<file path="config.mk">
export PLATFORM = sky130hd
export DESIGN_NAME = rf_write_port_arbiter
export DESIGN_NICKNAME = d
export VERILOG_FILES = /design/src/rtl/riscv_pkg.sv /design/src/rtl/rf_wr_fifo.sv /design/src/rtl/rf_write_port_arbiter.sv
export SDC_FILE = /design/constraint.sdc
export NUM_CORES = 1
export LEC_CHECK = 0
export CAP_MARGIN = 20
export CELL_PAD_IN_SITES_DETAIL_PLACEMENT = 1
export CELL_PAD_IN_SITES_GLOBAL_PLACEMENT = 1
export CORE_ASPECT_RATIO = 0.6
export CORE_MARGIN = 8
export CORE_UTILIZATION = 47
export CTS_CLUSTER_DIAMETER = 150
export DETAILED_ROUTE_END_ITERATION = 7
export PLACE_DENSITY = 0.89
export SYNTH_ARGS = -nofsm -noshare
export SYNTH_HDL_FRONTEND = slang
export SYNTH_SLANG_ARGS = --single-unit
</file>
<file path="constraint.sdc">
create_clock -name i_clk -period 13.6 [get_ports i_clk]
set_input_delay 2.72 -clock i_clk [delete_from_list [all_inputs] [get_ports i_clk]]
set_output_delay 2.72 -clock i_clk [all_outputs]
set_load 0.05 [all_outputs]
</file>
<file path="src/rtl/riscv_pkg.sv">
// rtl/riscv_pkg.sv - shared register-file widths and arbiter state encoding
package riscv_pkg;
  localparam int XLEN       = 32;
  localparam int REG_ADDR_W = 5;
  localparam int NUM_REGS   = 32;

  typedef enum logic [1:0] {ARB_IDLE, ARB_ARB, ARB_DRAIN} arb_state_t;
endpackage

</file>
<file path="src/rtl/rf_wr_fifo.sv">
// rtl/rf_wr_fifo.sv - synchronous FIFO of {rd, data} register writes
module rf_wr_fifo
  import riscv_pkg::*;
#(
  parameter int DEPTH = 4
) (
  input  logic                    i_clk,
  input  logic                    i_reset,
  input  logic                    i_push,
  input  logic [REG_ADDR_W-1:0]   i_rd,
  input  logic [XLEN-1:0]         i_data,
  input  logic                    i_pop,
  output logic                    o_full,
  output logic                    o_empty,
  output logic [REG_ADDR_W-1:0]   o_head_rd,
  output logic [XLEN-1:0]         o_head_data,
  output logic [$clog2(DEPTH):0]  o_count
);
  localparam int PW = $clog2(DEPTH);

  logic [REG_ADDR_W-1:0] r_rd   [DEPTH];
  logic [XLEN-1:0]       r_data [DEPTH];
  logic [PW-1:0]         r_wptr;
  logic [PW-1:0]         r_rptr;
  logic [PW:0]           r_count;
  logic                  w_push_ok;
  logic                  w_pop_ok;

  assign o_full      = (r_count == (PW+1)'(DEPTH));
  assign o_empty     = (r_count == '0);
  assign o_head_rd   = r_rd[r_rptr];
  assign o_head_data = r_data[r_rptr];
  assign o_count     = r_count;
  assign w_push_ok   = i_push && !o_full;
  assign w_pop_ok    = i_pop && !o_empty;

  // Pointers wrap naturally because DEPTH is a power of two.
  always_ff @(posedge i_clk) begin
    if (i_reset) begin
      r_wptr  <= '0;
      r_rptr  <= '0;
      r_count <= '0;
    end else begin
      if (w_push_ok) begin
        r_rd[r_wptr]   <= i_rd;
        r_data[r_wptr] <= i_data;
        r_wptr         <= r_wptr + 1'b1;
      end
      if (w_pop_ok) r_rptr <= r_rptr + 1'b1;
      r_count <= r_count + (PW+1)'(w_push_ok) - (PW+1)'(w_pop_ok);
    end
  end
endmodule

</file>
<file path="src/rtl/rf_write_port_arbiter.sv">
// rtl/rf_write_port_arbiter.sv - shares the RF write port between pipeline WB
// and a buffered multi-cycle result stream, with starvation drain and pending-rd mask
module rf_write_port_arbiter
  import riscv_pkg::*;
#(
  parameter int DEPTH        = 4,
  parameter int STARVE_LIMIT = 3
) (
  input  logic                  i_clk,
  input  logic                  i_reset,
  input  logic                  i_pipe_regwrite,
  input  logic [REG_ADDR_W-1:0] i_pipe_rd,
  input  logic [XLEN-1:0]       i_pipe_result,
  output logic                  o_pipe_accept,
  output logic                  o_pipe_stall,
  input  logic                  i_mc_valid,
  input  logic [REG_ADDR_W-1:0] i_mc_rd,
  input  logic [XLEN-1:0]       i_mc_data,
  output logic                  o_mc_ready,
  output logic                  o_rf_we,
  output logic [REG_ADDR_W-1:0] o_rf_rd,
  output logic [XLEN-1:0]       o_rf_wd,
  output logic [NUM_REGS-1:0]   o_pending_rd_mask
);
  localparam int PW = $clog2(DEPTH);
  localparam int CW = $clog2(STARVE_LIMIT + 1);

  arb_state_t            r_state;
  logic [CW-1:0]         r_starve_cnt;
  logic [NUM_REGS-1:0]   r_mask;

  logic                  w_full;
  logic                  w_empty;
  logic [REG_ADDR_W-1:0] w_head_rd;
  logic [XLEN-1:0]       w_head_data;
  logic [PW:0]           w_count;
  logic                  w_push;
  logic                  w_pipe_win;
  logic                  w_pop;
  logic                  w_last_pop;
  logic [NUM_REGS-1:0]   w_set;
  logic [NUM_REGS-1:0]   w_clr;

  // x0 writes are accepted on the handshake but never enter the buffer.
  assign o_mc_ready = !w_full && !r_mask[i_mc_rd] && (r_state != ARB_DRAIN);
  assign w_push     = i_mc_valid && o_mc_ready && (i_mc_rd != '0);
  assign w_pipe_win = (r_state != ARB_DRAIN) && i_pipe_regwrite;
  assign w_pop      = !w_pipe_win && !w_empty;
  assign w_last_pop = w_pop && (w_count == (PW+1)'(1)) && !w_push;

  assign o_pipe_accept     = w_pipe_win;
  assign o_pipe_stall      = (r_state == ARB_DRAIN);
  assign o_pending_rd_mask = r_mask;

  assign w_set = w_push ? (NUM_REGS'(1) << i_mc_rd)   : '0;
  assign w_clr = w_pop  ? (NUM_REGS'(1) << w_head_rd) : '0;

  rf_wr_fifo #(.DEPTH(DEPTH)) u_fifo (
    .i_clk       (i_clk),
    .i_reset     (i_reset),
    .i_push      (w_push),
    .i_rd        (i_mc_rd),
    .i_data      (i_mc_data),
    .i_pop       (w_pop),
    .o_full      (w_full),
    .o_empty     (w_empty),
    .o_head_rd   (w_head_rd),
    .o_head_data (w_head_data),
    .o_count     (w_count)
  );

  always_ff @(posedge i_clk) begin
    if (i_reset) begin
      o_rf_we <= 1'b0;
      o_rf_rd <= '0;
      o_rf_wd <= '0;
      r_mask  <= '0;
    end else begin
      if (w_pipe_win) begin
        o_rf_we <= (i_pipe_rd != '0);
        o_rf_rd <= i_pipe_rd;
        o_rf_wd <= i_pipe_result;
      end else if (w_pop) begin
        o_rf_we <= 1'b1;
        o_rf_rd <= w_head_rd;
        o_rf_wd <= w_head_data;
      end else begin
        o_rf_we <= 1'b0;
      end
      r_mask <= (r_mask & ~w_clr) | w_set;
    end
  end

  // In ARB the buffer is never empty, so a cycle without a pop is a lost cycle.
  always_ff @(posedge i_clk) begin
    if (i_reset) begin
      r_state      <= ARB_IDLE;
      r_starve_cnt <= '0;
    end else begin
      case (r_state)
        ARB_IDLE: begin
          r_starve_cnt <= '0;
          if (w_push) r_state <= ARB_ARB;
        end
        ARB_ARB: begin
          if (w_pop) begin
            r_starve_cnt <= '0;
            if (w_last_pop) r_state <= ARB_IDLE;
          end else if (r_starve_cnt == CW'(STARVE_LIMIT - 1)) begin
            r_starve_cnt <= CW'(STARVE_LIMIT);
            r_state      <= ARB_DRAIN;
          end else begin
            r_starve_cnt <= r_starve_cnt + 1'b1;
          end
        end
        ARB_DRAIN: begin
          if (w_last_pop) begin
            r_state      <= ARB_IDLE;
            r_starve_cnt <= '0;
          end
        end
        default: begin
          r_state      <= ARB_IDLE;
          r_starve_cnt <= '0;
        end
      endcase
    end
  end
endmodule

</file>
# Word level (Yosys, flattened, before mapping)
# Memories as Yosys holds them, arrays and structs flattened. A register that Yosys moved wholly into a read port is not among the register bits.
# Cells that the tools add are included.
[classes]
bitwise_logic = 3
n_reduce_logical = 21
n_mux = 26
addsub = 5
magnitude_cmp = 1
n_eq_ne = 9
shift = 2
[ops]
columns = ["cell", "n"]
rows = [
  ["2-to-1 mux 32 bit", 4],
  ["left shift 1 x 5 -> 32 bit (first input constant)", 2],
  ["bitwise AND 32 bit", 1],
  ["inverter 32 bit", 1],
  ["bitwise OR 32 bit", 1],
  ["2-to-1 mux 2 bit", 11],
  ["logical AND 1 bit", 10],
  ["2-to-1 mux 5 bit", 2],
  ["nonzero test 5 bit", 2],
  ["adder 2 x 1 -> 2 bit (second input constant)", 3],
  ["< comparator 5 x 6 -> 1 bit (second input constant)", 1],
  ["2-to-1 mux 1 bit", 6],
  ["case mux 2 bit (3 select lines)", 1],
  ["binary-select mux 1 bit (select 5 bit)", 1],
  ["zero test 1 bit", 5],
  ["equality test 2 bit (second input constant)", 2],
  ["inequality test 2 x 1 -> 1 bit (second input constant)", 2],
  ["case mux 2 bit (2 select lines)", 1],
  ["adder 3 x 1 -> 3 bit", 1],
  ["equality test 3 x 1 -> 1 bit (second input constant)", 1],
  ["equality test 3 bit (second input constant)", 1],
  ["zero test 3 bit", 1],
  ["inequality test 3 x 2 -> 1 bit (second input constant)", 1],
  ["subtractor 3 x 1 -> 3 bit", 1],
  ["5 further kinds", 5],
]
[word_totals]
mem_bits_rw = 148
register_bits = 81
memories = 2
inputBits = 78
output_inout_bits = 73
word_cells = 78
[memory_table]
columns = ["name", "words", "word_bits", "read_ports", "rd_ports_with_merged_regs", "write_ports", "line", "rtl"]
rows = [
  ["u_fifo.r_data", 4, 32, 1, 1, 1, "rf_wr_fifo.sv:22", "logic [XLEN-1:0] r_data [DEPTH];"],
  ["u_fifo.r_rd", 4, 5, 1, 1, 1, "rf_wr_fifo.sv:21", "logic [REG_ADDR_W-1:0] r_rd [DEPTH];"],
]

# Longest topological paths before layout
# Gate-level depths: netlist of the first run.
[logic_depth]
ltp_word = 12
depth_mapped = 14
ltp_nobuf = 11

# Cells and area by module
# A second synthesis of the first run with hierarchy kept.
[unflattened]
hier_cells = 637
hier_area_um2 = 9565.4
[by_module_without_submodules]
columns = ["mod", "instances", "cells_per_inst", "area_per_inst_um2", "seq_area_each_um2"]
rows = [
  ["rf_wr_fifo", 1, 244, 5878.1, 4624.4],
  ["rf_write_port_arbiter", 1, 393, 3687.3, 1481.4],
]

# Worst setup path before layout of the first run
# No wires, ideal clock.
[synth_path]
path_kind = "input to output"
from = "input i_mc_rd[0]"
to = "output o_mc_ready"
path_buffers = 1
required_time_ns = 10.880
arrival_time_ns = 4.904
path_slack_ns = 5.976
path_stages = 6
path_cell_list = "buf_6 > mux4_2 > mux2_4 > o211ai_1 > o21ai_0 > nor3_1"
[synth_via]
elab_chain_len = 5
[synth_rtl]
columns = ["element", "line", "rtl"]
rows = [
  ["start: declaration", "rf_write_port_arbiter.sv:17", "input logic [REG_ADDR_W-1:0] i_mc_rd,"],
  ["binary-select mux 1 bit (select 5 bit)", "rf_write_port_arbiter.sv:45", "assign o_mc_ready = !w_full && !r_mask[i_mc_rd] && (r_state != ARB_DRAIN);"],
  ["2-to-1 mux 1 bit (not written as such)", "rf_write_port_arbiter.sv:45", ""],
  ["zero test 1 bit", "rf_write_port_arbiter.sv:45", ""],
  ["logical AND 1 bit (2 in a row)", "rf_write_port_arbiter.sv:45", ""],
  ["end: declaration", "rf_write_port_arbiter.sv:19", "output logic o_mc_ready,"],
]
# No other way between the ends. The select of a mux whose other input is x is not followed.

# Worst setup path in the final report of the first run
# Same ends and word-level chain as after synthesis.

==> results of run 1 <==
## registers in the layout, indices dropped and copies added, names as in the netlist, 3 cells and up, named ones only
register / flops
u_fifo.o_count: 3
u_fifo.r_data: 128
o_rf_wd: 32
o_rf_rd: 5
o_pending_rd_mask: 32
u_fifo.r_rd: 20
## worst min path at each step
| stage | slack, ps | cells after the start | to | from |
|---|---|---|---|---|
| after floorplan | 480 | 2 | register | u_fifo.r_rptr[1] |
| after global placement | 480 | 2 | o_pending_rd_mask[19] | o_pending_rd_mask[19] |
| after detailed placement | 490 | 2 | o_pending_rd_mask[19] | o_pending_rd_mask[19] |
| after CTS | 500 | 2 | o_pending_rd_mask[19] | o_pending_rd_mask[19] |
| after global routing | 530 | 2 | o_pending_rd_mask[19] | o_pending_rd_mask[19] |
| final | 500 | 2 | o_pending_rd_mask[19] | o_pending_rd_mask[19] |
## cells by family after synthesis
family                     after synthesis  share of synthesized area, %
buffers and inverters                   54                          2.54
and+or+nand+nor                        157                          8.48
AOI/OAI and AO/OA                      116                          8.14
adders and majority gates                8                          1.13
xor gates and xnor gates                 4                         0.369
DFF                                    231                          64.3
muxes                                   89                          15.0
## critical path: cells and delay by family
| kind | cells | cell delay, ps |
|---|---|---|
| AO/OA/AOI/OAI | 2 | 240 |
| buffers and inverters | 3 | 1570 |
| multiplexers | 2 | 810 |
| AND/OR/NAND/NOR | 2 | 250 |
## per-stage QoR
step / std cells / instance area, µm² / total power, mW
CTS: 1095 / 12000 / 2.03
finish: 1097 / 12000 / 2.02
floorplan: 659 / 9490 / 1.25
detailed placement: 1058 / 11300 / 1.44
global route: 1095 / 12000 / 2.09
global placement: 1057 / 11300 / 1.40
## report_power, final
part / internal [mW] / switching (mW) / total [mW]
registers: 0.799 / 0.0462 / 0.846
logic: 0.241 / 0.339 / 0.581
clock network: 0.345 / 0.250 / 0.596
total: 1.39 / 0.636 / 2.02
## placed cells by master, fill, tap and decap left out, types with 15 or more instances in the layout
master / n
a211oi_1: 41
a21oi_1: 19
clkbuf_16: 21
clkdlybuf4s50_1: 149
dfxtp_1: 81
edfxtp_1: 148
mux2i_1: 45
mux4_2: 42
nand2_1: 24
nor2_1: 60
nor2b_1: 15
o21ai_0: 30
## final cells by class
| type | count | share of cell area (%) |
|---|---|---|
| clock buffer | 31 | 5.03 |
| clock inverter | 6 | 0.689 |
| timing repair buffer | 165 | 13.5 |
| tap | 273 | 2.85 |
| multi-input combinational | 374 | 26.5 |
| inverter | 15 | 0.470 |
| sequential | 231 | 51.0 |
| antenna | 2 | 0.0418 |
## metal layers
layer / global-route usage [%] / part of all wire [%] / vias up
li1: - / - / 2827
met4: 4.57 / 1.7 / 2
met1: 29.1 / 43 / 3248
met2: 34.8 / 48 / 289
met5: 0 / 0.040 / -
met3: 5.05 / 8.1 / 33
==> results.md, run 1 <==
* Period Utilization, post-route at between 60% and 70%
* VDD IR max at around 0.12 mV
* Worst Hold Class: reg -> reg
* # nets final at ~900
* Drt total wl at between 20000 and 30000 µm
* First-pass GRT wire length at around 41000 µm
* # hold bufs at CTS at 0
* Vias at 6399
* Worst reg2reg path depth at 12
* Top post-synthesis cells by count: edfxtp_1, dfxtp_1, nor2_1
* IO Count at between 150 and 200
* CP startpoint: i_mc_rd[0]
* H-tree Lvls at 1
* CTS root buf: clkbuf_16
* Worst flop-to-flop path startpoint: r_state[1]
* Slew Limit Fails at 0
* Arrival @ worst endpoint at roughly 5600 ps
* Dominant cell type by area after synthesis: edfxtp_1
* Number of port buffers at 150
* Area Growth Syn to Fin at 26.2%
* Setup crit end: o_mc_ready
* Layout cells sized above 1 at approximately an eighth
* Crit-path max FO at 23
* GRT Total Usage at a little over a fifth
* Util after Layout at 60.1%
* Slowest-stage cell, CP: clkdlybuf4s50_1
* Mean number of vias per cell at 5.83
* Max Root-Sink Buffers at 3
* Grt ovf at 0
* RR Endpoint: u_fifo.o_count[2]
* Antenna violations before repair at 2
* CP most frequent cell: clkdlybuf4s50_1
* RSZ-0062 raised after global routing: false
* Avg Inst Size Synth at between 10 and 15 µm²
* Hold WS at 502 ps
* CP max stage delay at around 830 ps
* Post-route antenna net violation count at 0
* DIE WIDTH at between 150 and 200 µm
* Synth area leaders: edfxtp_1, dfxtp_1, mux4_2, mux2i_1, a211oi_1
* WS Path Type: in -> out
* Post-Synthesis Cells at roughly 660
* Maximum clock rate at 120 MHz
* Number of CTS-inserted buffers at 21
* Mapped Nets at approximately 750
* Cell Rows at 40
* PnR worst setup slack at about 5300 ps
* Synth top area share at a little under half
* Cell Chain, Critical Path: clkdlybuf4s50_1 > buf_4 > mux4_2 > mux2i_1 > nand2_1 > o211ai_1 > o21ai_0 > nor3_1 > clkdlybuf4s50_1
* Die area at 25100 µm²
* EDFF count, synth at ~150
* CP Launch Type: input pin
* CTS tree: done
* Worst-margin pin slew at ~1100 ps
* Buffer count from post-CTS setup fixing at 0
* Fin. Hold Viols at 0
* Later-pin clock latency in the skew report at roughly 500 ps
* Initial DRC Count at roughly 690
* Setup WS pre-CTS at 5320 ps
* Fillers at around 1900
* Syn. warnings at 0
* CTS Sinks at approximately 230
* Drt drc at 0
* Post-cts resize count at 0
* Register area at approximately 6100 µm²
* Final Wtd Congestion at 0.855
* Reg clk slew, reported paths at about 70 ps
* Final Skew at around 17 ps
* Number of global-route vias before repair at slightly below 7000
* Critical Path RT at between 10000 and 15000 ps
* Min cycle time layout at 8330 ps
* Drt pass-1 iters at 5
* Fraction of the yosys area taken by sequential cells at 64.3%
* HPWL Detailed at roughly 19000 µm
* # setup viols final at 0
* Post-synth top flop: edfxtp_1
* LEAKAGE at ~4 nW
* Multi-input combinational cell area at ~3200 µm²
* Most common cell in the netlist: edfxtp_1
* Avg WL per Cell at 25.1 µm
* Async SR Flop Fraction at 0%
* Status: finished, final reports clean
* Worst setup EP type: output pin
* Power Density at ~170 nW/µm²
* Initial Util at a little under half
* Largest net degree at the start of global routing at 90
* Synth cell types at 48
* Post-synthesis register bit count at approximately 230
* Slew HR at about 28%
* Final setup TNS at 0 ps
* Die H at 126 µm
* R2R Setup Slk at about 9800 ps
* Maxcap violations at 0
* Core footprint at between 15000 and 20000 µm²
* Mapped Area at 9490 µm²
Power figures use the tool's default switching activity.
==> inputs of run 2 (changes only) <==
- CORE_UTILIZATION: 47 -> 40
- PLACE_DENSITY: 0.89 -> 0.81
- clock period: 13.6 -> 6.7 ns (I/O delays scaled with it)
==> run 2 against run 1 <==
  * Via count shrank 2.6%
  * Sequential cell count is the same
  * Non-clock buffer count shrank 1
  * Wire length shrank 2.5%
  * Critical endpoint unchanged
  * Combinational power grew 98%
  * Critical path depth is the same
  * First-iteration DRC count shrank 27%
  * Die area grew 16%
  * Register-to-register slack lost 6600 ps
  * Clock power grew 120%
==> results.md, run 2 (synthesis results as in run 1) <==
* Status: finished, final reports clean (unchanged)
* Avg WL per Cell at 23.6 µm (was 25.1 µm)
* Grt ovf at 0 (unchanged)
* Mean number of vias per cell at 5.47 (was 5.83)
* WS Path Type: in -> out (unchanged)
* Worst-margin pin slew at 1050 ps (was 1070 ps)
* CTS tree: done (unchanged)
* CP Launch Type: input pin (unchanged)
* Worst flop-to-flop path startpoint: r_state[0] (was r_state[1])
* Drt total wl at 26800 µm (was 27500 µm)
* Biggest register: u_fifo.r_data (unchanged)
* Max Root-Sink Buffers at 3 (unchanged)
* Maximum clock rate at ~170 MHz
* Die area at 29100 µm² (was 25100 µm²)
* IO Count at 151 (unchanged)
* Area Growth Syn to Fin at 27.3% (was 26.2%)
* Drt drc at 0 (unchanged)
* Number of port buffers at 150 (unchanged)
* PnR worst setup slack at 943 ps (was 5270 ps)
* Period Utilization, post-route at between 80% and 90%
* Core footprint at 23200 µm² (was 19900 µm²)
* Worst setup EP type: output pin (unchanged)
* Most frequent cells in the layout: clkdlybuf4s50_1, edfxtp_1, dfxtp_1 (unchanged)
* Maxcap violations at 0 (unchanged)
* Post-route antenna net violation count at 0 (unchanged)
* Slew HR at 29.8% (was 28.0%)
* VDD IR max at 0.206 mV (was 0.122 mV)
* H-tree Lvls at 1 (unchanged)
* Number of global-route vias before repair at 6564 (was 6895)
* Leading cell type in the layout, fill and taps excluded: clkdlybuf4s50_1 (unchanged)
* Pwr Total at 4.16 mW (was 2.02 mW)
* Fin. Hold Viols at 0 (unchanged)
* Cell Rows at 43 (was 40)
* Setup crit end: o_mc_ready (unchanged)
* # hold bufs at CTS at 0 (unchanged)
* CTS root buf: clkbuf_16 (unchanged)
* Buffer count from post-CTS setup fixing at 0 (unchanged)
* # setup viols final at 0 (unchanged)
* Antenna violations before repair at 4 (was 2)
* # nets final at 894 (unchanged)
* Final Skew at 8.96 ps (was 16.7 ps)
* Crit-path max FO at 14 (was 23)
* Vias at 6232 (was 6399)
* Min cycle time layout at about 5800 ps
* Worst reg2reg path depth at 7 (was 12)
* R2R Setup Slk at 3250 ps (was 9800 ps)
* Number of CTS-inserted buffers at 22 (was 21)
* Reg clk slew, reported paths at 70 ps (about the same)
* Final Wtd Congestion at 0.892 (was 0.855)
* HPWL Detailed at 18400 µm (was 19100 µm)
* Drt pass-1 iters at 5 (unchanged)
* Slew Limit Fails at 0 (unchanged)
* First-pass GRT wire length at 41000 µm (was 41400 µm)
* Final setup TNS at 0 ps (unchanged)
* Post-cts resize count at 0 (unchanged)
* CP startpoint: i_mc_rd[1] (was i_mc_rd[0])
* Die H at 135 µm (was 126 µm)
* Initial Util at 40.9% (was 47.6%)
* Largest net degree at the start of global routing at 77 (was 90)
* RR Endpoint: u_fifo.r_data[2][5] (was u_fifo.o_count[2])
* LEAKAGE at 4.04 nW (was 4.01 nW)
* Critical Path RT at 5360 ps (was 10880 ps)
* Max reg flops at 128 (unchanged)
* Initial DRC Count at 504 (was 694)
* Later-pin clock latency in the skew report at 500 ps (about the same)
* Final Instance Area at 12100 µm² (was 12000 µm²)
* Arrival @ worst endpoint at 4420 ps (was 5610 ps)
* CTS Sinks at 231 (unchanged)
* Worst Hold Class: reg -> reg (unchanged)
* Power Density at 344 nW/µm² (was 169 nW/µm²)
* DIE WIDTH at 215 µm (was 199 µm)
* DP Area at 11300 µm² (about the same)
* Setup WS pre-CTS at 971 ps (was 5320 ps)
* GRT Total Usage at 17.9% (was 21.4%)
* Layout cells sized above 1 at 12.7% (about the same)
* RSZ-0062 raised after global routing: false (unchanged)
==> run 2: how the worst min path moves through the flow <==
stage | start | endpoint | slack, ps | cells after the start
6_report | o_pending_rd_mask[16] | o_pending_rd_mask[16] | 500 | 2
5_1_grt | o_pending_rd_mask[23] | o_pending_rd_mask[23] | 530 | 2
4_1_cts | o_pending_rd_mask[18] | o_pending_rd_mask[18] | 510 | 2
3_5_place_dp | o_pending_rd_mask[18] | o_pending_rd_mask[18] | 490 | 2
3_3_place_gp | o_pending_rd_mask[19] | o_pending_rd_mask[19] | 490 | 2
2_1_floorplan | u_fifo.r_rptr[1] | register | 480 | 2
==> run 2: metrics by stage <==
stage,hold WS [ps],util (%),cells
CTS,507,52.1,1139
finish,503,52.1,1140
global route,533,52.1,1140
global placement,490,48.9,1099
floorplan,485,-,659
detailed placement,491,48.9,1099
==> run 2: area by class of cell <==
class / instances / area, µm²
diodes: 1 / 2.50
clock buffers: 31 / 626
clock inverters: 9 / 118
fillers: 2279 / 11100
inverters: 15 / 56.3
multi-input cells: 374 / 3170
flip-flops and latches: 231 / 6110
well taps: 315 / 394
repair buffers: 164 / 1600
==> run 2: report_power, final <==
| group | total, mW | switching, mW | internal (mW) |
|---|---|---|---|
| Sequential | 1.71 | 0.0876 | 1.62 |
| Clock | 1.29 | 0.526 | 0.767 |
| Combinational | 1.15 | 0.666 | 0.488 |
==> run 2: worst max-delay path, stage by stage <==
cell             delay, ps
clkdlybuf4s50_1        990
buf_4                  310
mux2i_1                200
nand3_1                100
a31oi_1                210
a211o_1                180
o21ai_0                100
nor3_1                 150
clkdlybuf4s50_1        830
==> run 2: metal layers <==
| layer | GRT usage (%) | vias to the layer above | routed length (µm) |
|---|---|---|---|
| met2 | 27.2 | 230 | 11700 |
| met5 | 0 | - | 36 |
| li1 | - | 2833 | - |
| met3 | 5.35 | 33 | 2180 |
| met4 | 3.26 | 6 | 327 |
| met1 | 25.5 | 3130 | 12600 |
